<file path="src/rtl/pp_accumulator_pkg.sv">
// Shared MAC constants, state encoding and small helpers for the partial-product accumulator.
package pp_accumulator_pkg;

   localparam int unsigned PP_W      = 4;
   localparam int unsigned EXP_W     = 6;
   localparam int unsigned ACC_W     = 46;
   localparam int unsigned MAX_EXP   = 38;
   localparam int unsigned MAX_TERMS = 16;
   localparam int unsigned CNT_W     = 5;

   typedef logic [1:0]       state_t;
   typedef logic [ACC_W-1:0] acc_t;
   typedef logic [CNT_W-1:0] cnt_t;

   localparam state_t StIdle = 2'd0;
   localparam state_t StAcc  = 2'd1;
   localparam state_t StDone = 2'd2;

   // Term counter that sticks at MAX_TERMS once reached.
   function automatic cnt_t count_sat(input cnt_t c);
      return (c >= CNT_W'(MAX_TERMS)) ? c : c + cnt_t'(1);
   endfunction

endpackage

</file>
<file path="src/rtl/pp_align.sv">
// Aligns one denormalised partial product onto the fixed-point accumulator grid.
module pp_align
   import pp_accumulator_pkg::*;
(
   input  logic [PP_W-1:0]  denorm_pp_i,
   input  logic [EXP_W-1:0] exp_i,
   output logic [ACC_W-1:0] term_o,
   output logic             err_o
);

   logic [ACC_W-1:0] mag;

   // Zero check, shift, conditional negate; an out-of-range exp is flagged and adds nothing.
   always_comb begin
      err_o = (exp_i > EXP_W'(MAX_EXP));
      mag   = '0;
      if (denorm_pp_i[2] && !err_o) begin
         mag = ACC_W'(denorm_pp_i[2:0]) << exp_i;
      end
      term_o = denorm_pp_i[3] ? (ACC_W'(0) - mag) : mag;
   end

endmodule

</file>
<file path="src/rtl/pp_accumulator.sv">
// Accumulates aligned partial-product terms per dot-product group and holds the group result.
module pp_accumulator
   import pp_accumulator_pkg::*;
(
   input  logic             clk,
   input  logic             rst,
   input  logic             in_valid,
   output logic             in_ready,
   input  logic             in_last,
   input  logic [PP_W-1:0]  denorm_pp,
   input  logic [EXP_W-1:0] exp,
   output logic             out_valid,
   input  logic             out_ready,
   output logic [ACC_W-1:0] out_sum,
   output logic [CNT_W-1:0] out_count,
   output logic             out_ovf,
   output logic             out_err
);

   state_t state_q, state_d;
   acc_t   acc_q, acc_d;
   cnt_t   count_q, count_d;
   logic   ovf_q, ovf_d;
   logic   err_q, err_d;

   acc_t   term;
   logic   term_err;
   logic   accept;

   pp_align u_align (
      .denorm_pp_i (denorm_pp),
      .exp_i       (exp),
      .term_o      (term),
      .err_o       (term_err)
   );

   assign in_ready = (state_q != StDone);
   assign accept   = in_valid && in_ready;

   // Next-state: add one term per accepted cycle, close on in_last, clear on result handoff.
   always_comb begin
      state_d = state_q;
      acc_d   = acc_q;
      count_d = count_q;
      ovf_d   = ovf_q;
      err_d   = err_q;
      unique case (state_q)
         StIdle, StAcc: begin
            if (accept) begin
               acc_d   = acc_q + term;
               count_d = count_sat(count_q);
               // A term arriving when the count already sits at the limit is the 17th or later.
               ovf_d   = ovf_q | (count_q == CNT_W'(MAX_TERMS));
               err_d   = err_q | term_err;
               state_d = in_last ? StDone : StAcc;
            end
         end
         StDone: begin
            if (out_ready) begin
               state_d = StIdle;
               acc_d   = '0;
               count_d = '0;
               ovf_d   = 1'b0;
               err_d   = 1'b0;
            end
         end
         default: begin
            state_d = StIdle;
            acc_d   = '0;
            count_d = '0;
            ovf_d   = 1'b0;
            err_d   = 1'b0;
         end
      endcase
   end

   // State registers; reset discards any open group.
   always_ff @(posedge clk) begin
      if (rst) begin
         state_q <= StIdle;
         acc_q   <= '0;
         count_q <= '0;
         ovf_q   <= 1'b0;
         err_q   <= 1'b0;
      end else begin
         state_q <= state_d;
         acc_q   <= acc_d;
         count_q <= count_d;
         ovf_q   <= ovf_d;
         err_q   <= err_d;
      end
   end

   // Result outputs are forced to zero unless a finished group is being presented.
   always_comb begin
      out_valid = (state_q == StDone);
      out_sum   = out_valid ? acc_q   : '0;
      out_count = out_valid ? count_q : '0;
      out_ovf   = out_valid & ovf_q;
      out_err   = out_valid & err_q;
   end

endmodule

</file>
<file path="config.mk">
export PLATFORM = sky130hd
export DESIGN_NAME = pp_accumulator
export DESIGN_NICKNAME = d
export VERILOG_FILES = /design/src/rtl/pp_accumulator_pkg.sv /design/src/rtl/pp_align.sv /design/src/rtl/pp_accumulator.sv
export SDC_FILE = /design/constraint.sdc
export NUM_CORES = 1
export LEC_CHECK = 0
export ABC_AREA = 1
export CAP_MARGIN = 0
export CORE_ASPECT_RATIO = 1.1
export CORE_MARGIN = 2
export CORE_UTILIZATION = 57
export DETAILED_ROUTE_END_ITERATION = 8
export PLACE_DENSITY = 0.79
export SYNTH_ARGS = -nofsm -noshare
export SYNTH_HDL_FRONTEND = slang
export SYNTH_HIERARCHICAL = 1
export SYNTH_SLANG_ARGS = --single-unit
</file>
<file path="constraint.sdc">
create_clock -name clk -period 5.1 [get_ports clk]
set_input_delay 1.02 -clock clk [delete_from_list [all_inputs] [get_ports clk]]
set_output_delay 1.02 -clock clk [all_outputs]
set_load 0.005 [all_outputs]
</file>
# After elaboration in Yosys (flattened, before gate mapping)

Cells that the tools add are included.

Register bits after elaboration: 55
Bits of input ports: 15
Output and inout bits: 55
Logic and storage cells: 49

Add/subtract/negate cells: 3
Order comparisons: 2
Equal/unequal tests: 7
Shifts and indexed selects: 1
Muxes and demuxes: 20
Bitwise logic cells: 4
Reduce and logical (&&, ||, !) cells: 7

Operator list:

| kind                                               | count |
|---|---|
| 2-to-1 mux 46 bit                                  | 5 |
| case mux 46 bit (2 select lines)                   | 1 |
| adder 46 bit                                       | 1 |
| << shifter 3 x 6 -> 46 bit                         | 1 |
| subtractor 1 x 46 -> 46 bit (first input constant) | 1 |
| 2-to-1 mux 5 bit                                   | 4 |
| case mux 5 bit (2 select lines)                    | 1 |
| > comparator 6 bit (second input constant)         | 1 |
| 2-to-1 mux 2 bit                                   | 3 |
| != test 2 bit (second input constant)              | 3 |
| adder 5 x 1 -> 5 bit (second input constant)       | 1 |
| == test 5 bit (second input constant)              | 1 |
| >= comparator 5 bit (second input constant)        | 1 |
| case mux 1 bit (2 select lines)                    | 2 |
| case mux 2 bit (2 select lines)                    | 1 |
| 2-to-1 mux 1 bit                                   | 3 |
| AND reduction 3 bit                                | 1 |
| bitwise AND 1 bit                                  | 2 |
| == test 2 x 1 -> 1 bit (second input constant)     | 1 |
| == test 2 bit (second input constant)              | 1 |
| logical AND 1 bit                                  | 2 |
| zero test 2 bit                                    | 1 |
| != test 2 x 1 -> 1 bit (second input constant)     | 1 |
| bitwise OR 1 bit                                   | 2 |
| other kinds (3)                                    | 3 |

# Logic depth before layout (Yosys ltp)

Word-level depth: 9
Mapped depth: 30

# Cells and area by module

The synthesis kept the hierarchy.

Modules (own cells, without submodules):

| module         | instances | cells an instance | area each (µm²) | seq. area each (µm²) |
|---|---|---|---|---|
| pp_accumulator | 1         | 1185              | 6202.2          | 1101.1 |
| pp_align       | 1         | 425               | 2152.1          | 0.0 |

# Least setup slack after synthesis

OpenSTA, ideal clock, no wires.

Kind: input to register
Start: input port exp[1]
End: register acc_q[24]
Arrival time: 3.778 ns
Slack: 1.190 ns
Stages: 25
Path buffers: 3
Path through: buf_6 > inv_2 > buf_6 > nand3_1 > nor2_1 > nand2_1 > nor2_1 > inv_1 > ha_1 > nand3_1 > nor2_2 > nand4_1 > nand2_1 > buf_4 > xor2_1 > ha_1 > nand2_1 > inv_1 > nand2_1 > nand2_1 > a21oi_1 > nand3_1 > or2_2 > nand3_1 > a21oi_1

Longest elaborated chain between the ends: 9

Ends and longest elaborated chain:

| element                            | RTL line             | source |
|---|---|---|
| start, declared                    | pp_accumulator.sv:11 | `input logic [EXP_W-1:0] exp,` |
| > comparator 6 bit                 | pp_align.sv:15       | `err_o = (exp_i > EXP_W'(MAX_EXP));` |
| zero test 1 bit                    | pp_align.sv:17       | `if (denorm_pp_i[2] && !err_o) begin` |
| logical AND 1 bit                  | pp_align.sv:17       |  |
| 2-to-1 mux 46 bit *                | pp_align.sv:17       |  |
| subtractor 1 x 46 -> 46 bit        | pp_align.sv:20       | `term_o = denorm_pp_i[3] ? (ACC_W'(0) - mag) : mag;` |
| 2-to-1 mux 46 bit *                | pp_align.sv:20       |  |
| named net term[0]                  | pp_accumulator.sv:26 | `acc_t term;` |
| adder 46 bit *                     | pp_accumulator.sv:50 | `acc_d = acc_q + term;` |
| 2-to-1 mux 46 bit *                | pp_accumulator.sv:49 | `if (accept) begin` |
| case mux 46 bit (2 select lines) * | pp_accumulator.sv:47 | `unique case (state_q)` |
| end signal, assigned               | pp_accumulator.sv:81 | `acc_q <= '0;` |
| end signal, assigned               | pp_accumulator.sv:87 | `acc_q <= acc_d;` |
| end, declared                      | pp_accumulator.sv:21 | `acc_t acc_q, acc_d;` |

Mark *: on every way through the listed nets, which the timed path passes. The rest lies on a longest branch. The select of a mux whose other input is x is not followed.
A chain may end at the register's enable or synchronous reset.

# Worst setup path after layout

Same ends and word-level chain as after synthesis.

==> impl_results.md <==
- Number of buffers between clock root and the deepest sink: 2
- Area Growth Syn to Fin: 15.4%
- Power per standard cell area: 173 mW/mm²
- Number of instances in the synthesized netlist: 1610
- Maximum clock skew at final layout: 12.3 ps
- Final Critical Period: 4860 ps
- Via count of the routed design: 10119
- Worst slew pin tran: 1150 ps
- CTS tree: yes
- Ratio of final minimum period to clock period: 95.3%
- Setup slack after layout: 242 ps
- Total half-perimeter wirelength after legalization and detailed placement: 23400 µm
- CP Cell Sequence: clkdlybuf4s50_1, buf_4, nand3_1, nand3_1, nor2_1, nand2_1, nand2_1, nor2_1, nand2_1, nor2_1, nand2_1, nand2_1, xor2_1, ha_1, nand2_1, inv_1, nand2_1, nand2_1, a21oi_1, nand3_1, or2_2, nand3_1, a21oi_1
- First-pass GRT wire length: 44700 µm
- WP data required: 5250 ps
- Number of antenna cells inserted: 0
- Slowest stage cell on the critical path: sky130_fd_sc_hd__clkdlybuf4s50_1
- Width of the chip: 119 µm
- Tightest slew margin relative to the limit: 23.2%
- Count of port buffers added during placement: 69
- Outcome: finished, final reports clean
- Area of the die: 0.0156 mm²
- Sinks on Clock Net: 55
- Endpoints failing setup: 0
- Final count of hold timing violations: 0
- Reported max-cap violation count: 0
- Number of synthesized register bits: 55
- Type of element capturing the critical path: flip-flop
- H-Tree Level Count: 2
- Pin count of the biggest net entering global routing: 56
- Number of nets in the layout: 1759
- Warning count from the yosys run: 6
- Placeable core region: 0.0144 mm²
- WL/cell: 15.3 µm
- Via count of the first global-routing pass: 8862
- Starting utilization of the core area: 58.1%
- Fraction of power consumed by sequential logic: 30.1%
- Worst setup SP type: input port
- Mean Syn Cell Area: 5.19 µm²
- CTS clock-pin slew for the worst setup and hold paths: 80 ps
- F_max: 206 MHz
- Power Total: 1670 µW
- Post-Route Hold Slack: 463 ps
- Number of nets with antenna violations after routing: 0
- Row Count: 46
- Psw: 675 µW
- Clock Power Share: 28.2%
- Internal power contribution: 990 µW
- Util after Layout: 67.0%
- Total Neg Setup Slack: 0 ps
- Netlist cell types: 39
- DR iter-0 viols: 821
- CP Max Fanout: 6
- Type of the worst min-delay path: flip-flop to flip-flop
- Overall track demand over capacity in global routing: 36.5%
- Leakage: 0.00532 µW
- Clock latency on the worst-skew pair: 320 ps
- Slowest cell delay on critical path: 570 ps
- Endpoint arrival time on the critical path: 5000 ps
- Via density per instance: 5.36
- Initial antenna violation count: 0
- Layout cells sized above 1: 8.43%
- Clock buffers created by TritonCTS: 5
- Root buffer cell: sky130_fd_sc_hd__clkbuf_16
- Post-Place Worst Slack: -95.9 ps
- Final count of pins violating max slew: 0
- Number of fillers in the final layout: 1488
- Remaining routing DRC violations: 0
- Worst vdd rail ir drop: 0.000122 V
- Sequential cell area fraction in the yosys report: 13.2%
- Die H: 131 µm
- Global placement routability congestion: 1.03
- Most frequent cell on the critical path: sky130_fd_sc_hd__nand2_1
- Overall overflow remaining after global route: 0
- Drt total wl: 28800 µm
- Top-level I/O count: 70
- Pre-antenna DRT Iters: 5
- Number of nets produced by synthesis: 1674
- Setup repair after global routing missed its margin: yes
- Fraction of power spent switching nets: 40.5%
- Category of the critical setup timing path: input port to flip-flop
- Combinational power share: 41.7%
- Post-synthesis instance area: 0.00835 mm²
-- power by group through the flow --
stage | logic [µW] | registers (µW) | clock network [µW]
2_1_floorplan | 475 | 494 | 0
3_3_place_gp | 660 | 509 | 0
3_5_place_dp | 669 | 510 | 0
4_1_cts | 673 | 500 | 476
5_1_grt | 767 | 505 | 487
6_report | 694 | 501 | 470
-- registers in the layout, indices dropped and copies added (netlist names) --
| signal | count |
|---|---|
| acc_q | 46 |
| state_q | 2 |
| ovf_q | 1 |
| count_q | 5 |
| err_q | 1 |
-- cell usage after synthesis --
master / count / area [µm²]
sky130_fd_sc_hd__nand4_2: 4 / 50.1
sky130_fd_sc_hd__nor4_1: 2 / 12.5
sky130_fd_sc_hd__nand2_2: 14 / 87.6
sky130_fd_sc_hd__a21oi_2: 1 / 8.76
sky130_fd_sc_hd__nand3_1: 120 / 601
sky130_fd_sc_hd__buf_4: 5 / 37.5
sky130_fd_sc_hd__o22ai_1: 1 / 6.26
sky130_fd_sc_hd__nand4_1: 33 / 206
sky130_fd_sc_hd__o21ai_2: 1 / 8.76
sky130_fd_sc_hd__buf_1: 2 / 7.51
sky130_fd_sc_hd__nand2_1: 591 / 2220
sky130_fd_sc_hd__o211ai_1: 2 / 15.0
sky130_fd_sc_hd__ha_1: 48 / 601
sky130_fd_sc_hd__o21ai_4: 3 / 48.8
sky130_fd_sc_hd__buf_2: 11 / 55.1
sky130_fd_sc_hd__fa_1: 1 / 20.0
sky130_fd_sc_hd__nor2_4: 6 / 67.6
sky130_fd_sc_hd__xor2_1: 17 / 149
sky130_fd_sc_hd__nor2_1: 201 / 754
sky130_fd_sc_hd__nand3_2: 8 / 80.1
sky130_fd_sc_hd__o21ai_0: 12 / 60.1
sky130_fd_sc_hd__clkbuf_1: 13 / 48.8
sky130_fd_sc_hd__xnor2_1: 9 / 78.8
sky130_fd_sc_hd__nand3b_1: 12 / 90.1
sky130_fd_sc_hd__inv_2: 12 / 45.0
sky130_fd_sc_hd__nor2_8: 1 / 20.0
sky130_fd_sc_hd__o21bai_1: 5 / 37.5
sky130_fd_sc_hd__or2_2: 22 / 138
sky130_fd_sc_hd__inv_4: 1 / 6.26
sky130_fd_sc_hd__nor3_1: 5 / 25.0
sky130_fd_sc_hd__nor2_2: 7 / 43.8
sky130_fd_sc_hd__a211oi_1: 1 / 7.51
sky130_fd_sc_hd__a21oi_1: 79 / 395
sky130_fd_sc_hd__buf_6: 4 / 45.0
sky130_fd_sc_hd__o21ai_1: 5 / 25.0
sky130_fd_sc_hd__dfxtp_1: 55 / 1100
sky130_fd_sc_hd__inv_1: 288 / 1080
sky130_fd_sc_hd__o21a_1: 5 / 37.5
sky130_fd_sc_hd__nand2_4: 3 / 33.8
-- path summary, 6_finish.rpt --
check | start | endpoint | slack, ps | cells past startpoint
worst max-delay path | exp[1] | acc_q[24]$_SDFFE_PP0P_ | 240 | 23
worst min-delay path | err_q$_SDFFE_PP0P_ | err_q$_SDFFE_PP0P_ | 460 | 2
worst max register to register | acc_q[0]$_SDFFE_PP0P_ | acc_q[30]$_SDFFE_PP0P_ | 2400 | 15
worst min register to register | err_q$_SDFFE_PP0P_ | err_q$_SDFFE_PP0P_ | 460 | 2
-- worst max-delay path, delay by kind of cell --
family,cells,cell delay [ps]
simple gates,16,2150
buf+inv,3,810
compound gates,2,390
fa+ha+maj,1,340
xor+xnor,1,300
-- placed cells by master, fill, tap and decap left out, drive strengths merged, types with 2 or more instances in the layout --
cell and instances:
bufinv 2, nand2 608, clkbuf 5, xnor2 9
or2 22, inv 301, nor3 5, nor4 2
dfxtp 55, buf 45, dlymetal6s2s 2, a21oi 80
xor2 17, nand3 128, ha 48, o21a 5
o21ai 21, o211ai 2, nor2 215, nand3b 12
nand4 37, o21bai 5, clkdlybuf4s50 66
-- metrics by stage --
step	std cells	area, µm²
after floorplan	1610	8350
after global placement	1872	9360
after detailed placement	1872	9360
after CTS	1880	9560
after global routing	1888	9640
final	1888	9640
-- kinds of logic (layout without fill, tap and decap cells) --
kind of cell	count (synthesis)	after routing	share of synthesized area [%]
compound gates	115	115	7.79
xor+xnor	26	26	2.73
fa+ha+maj	49	49	7.43
buf+inv	336	422	15.9
flops	55	55	13.2
simple gates	1029	1029	53.0
-- layout make-up --
cell class | count | area (µm²) | area share, %
timing repair buffer | 113 | 1020 | 10.6
inverter | 301 | 1130 | 11.7
clock inverter | 3 | 67.6 | 0.701
clock buffer | 5 | 125 | 1.30
multi-input combinational | 1219 | 5950 | 61.8
tap | 192 | 240 | 2.49
sequential | 55 | 1100 | 11.4
-- routing by layer --
| metal | wire (µm) | track usage, % |
|---|---|---|
| met1 | 11800 | 46.0 |
| met2 | 13300 | 63.2 |
| met3 | 2240 | 3.47 |
| met4 | 1450 | 17.8 |
| met5 | 0 | 0 |
-- what timing repair did --
item | in CTS | in global routing
resized for setup | 0 | 8
buffers inserted | 0 | 8
setup endpoints to repair | 0 | 20
hold buffers | 0 | 0
No activity file was read; power rests on OpenSTA's default activity.
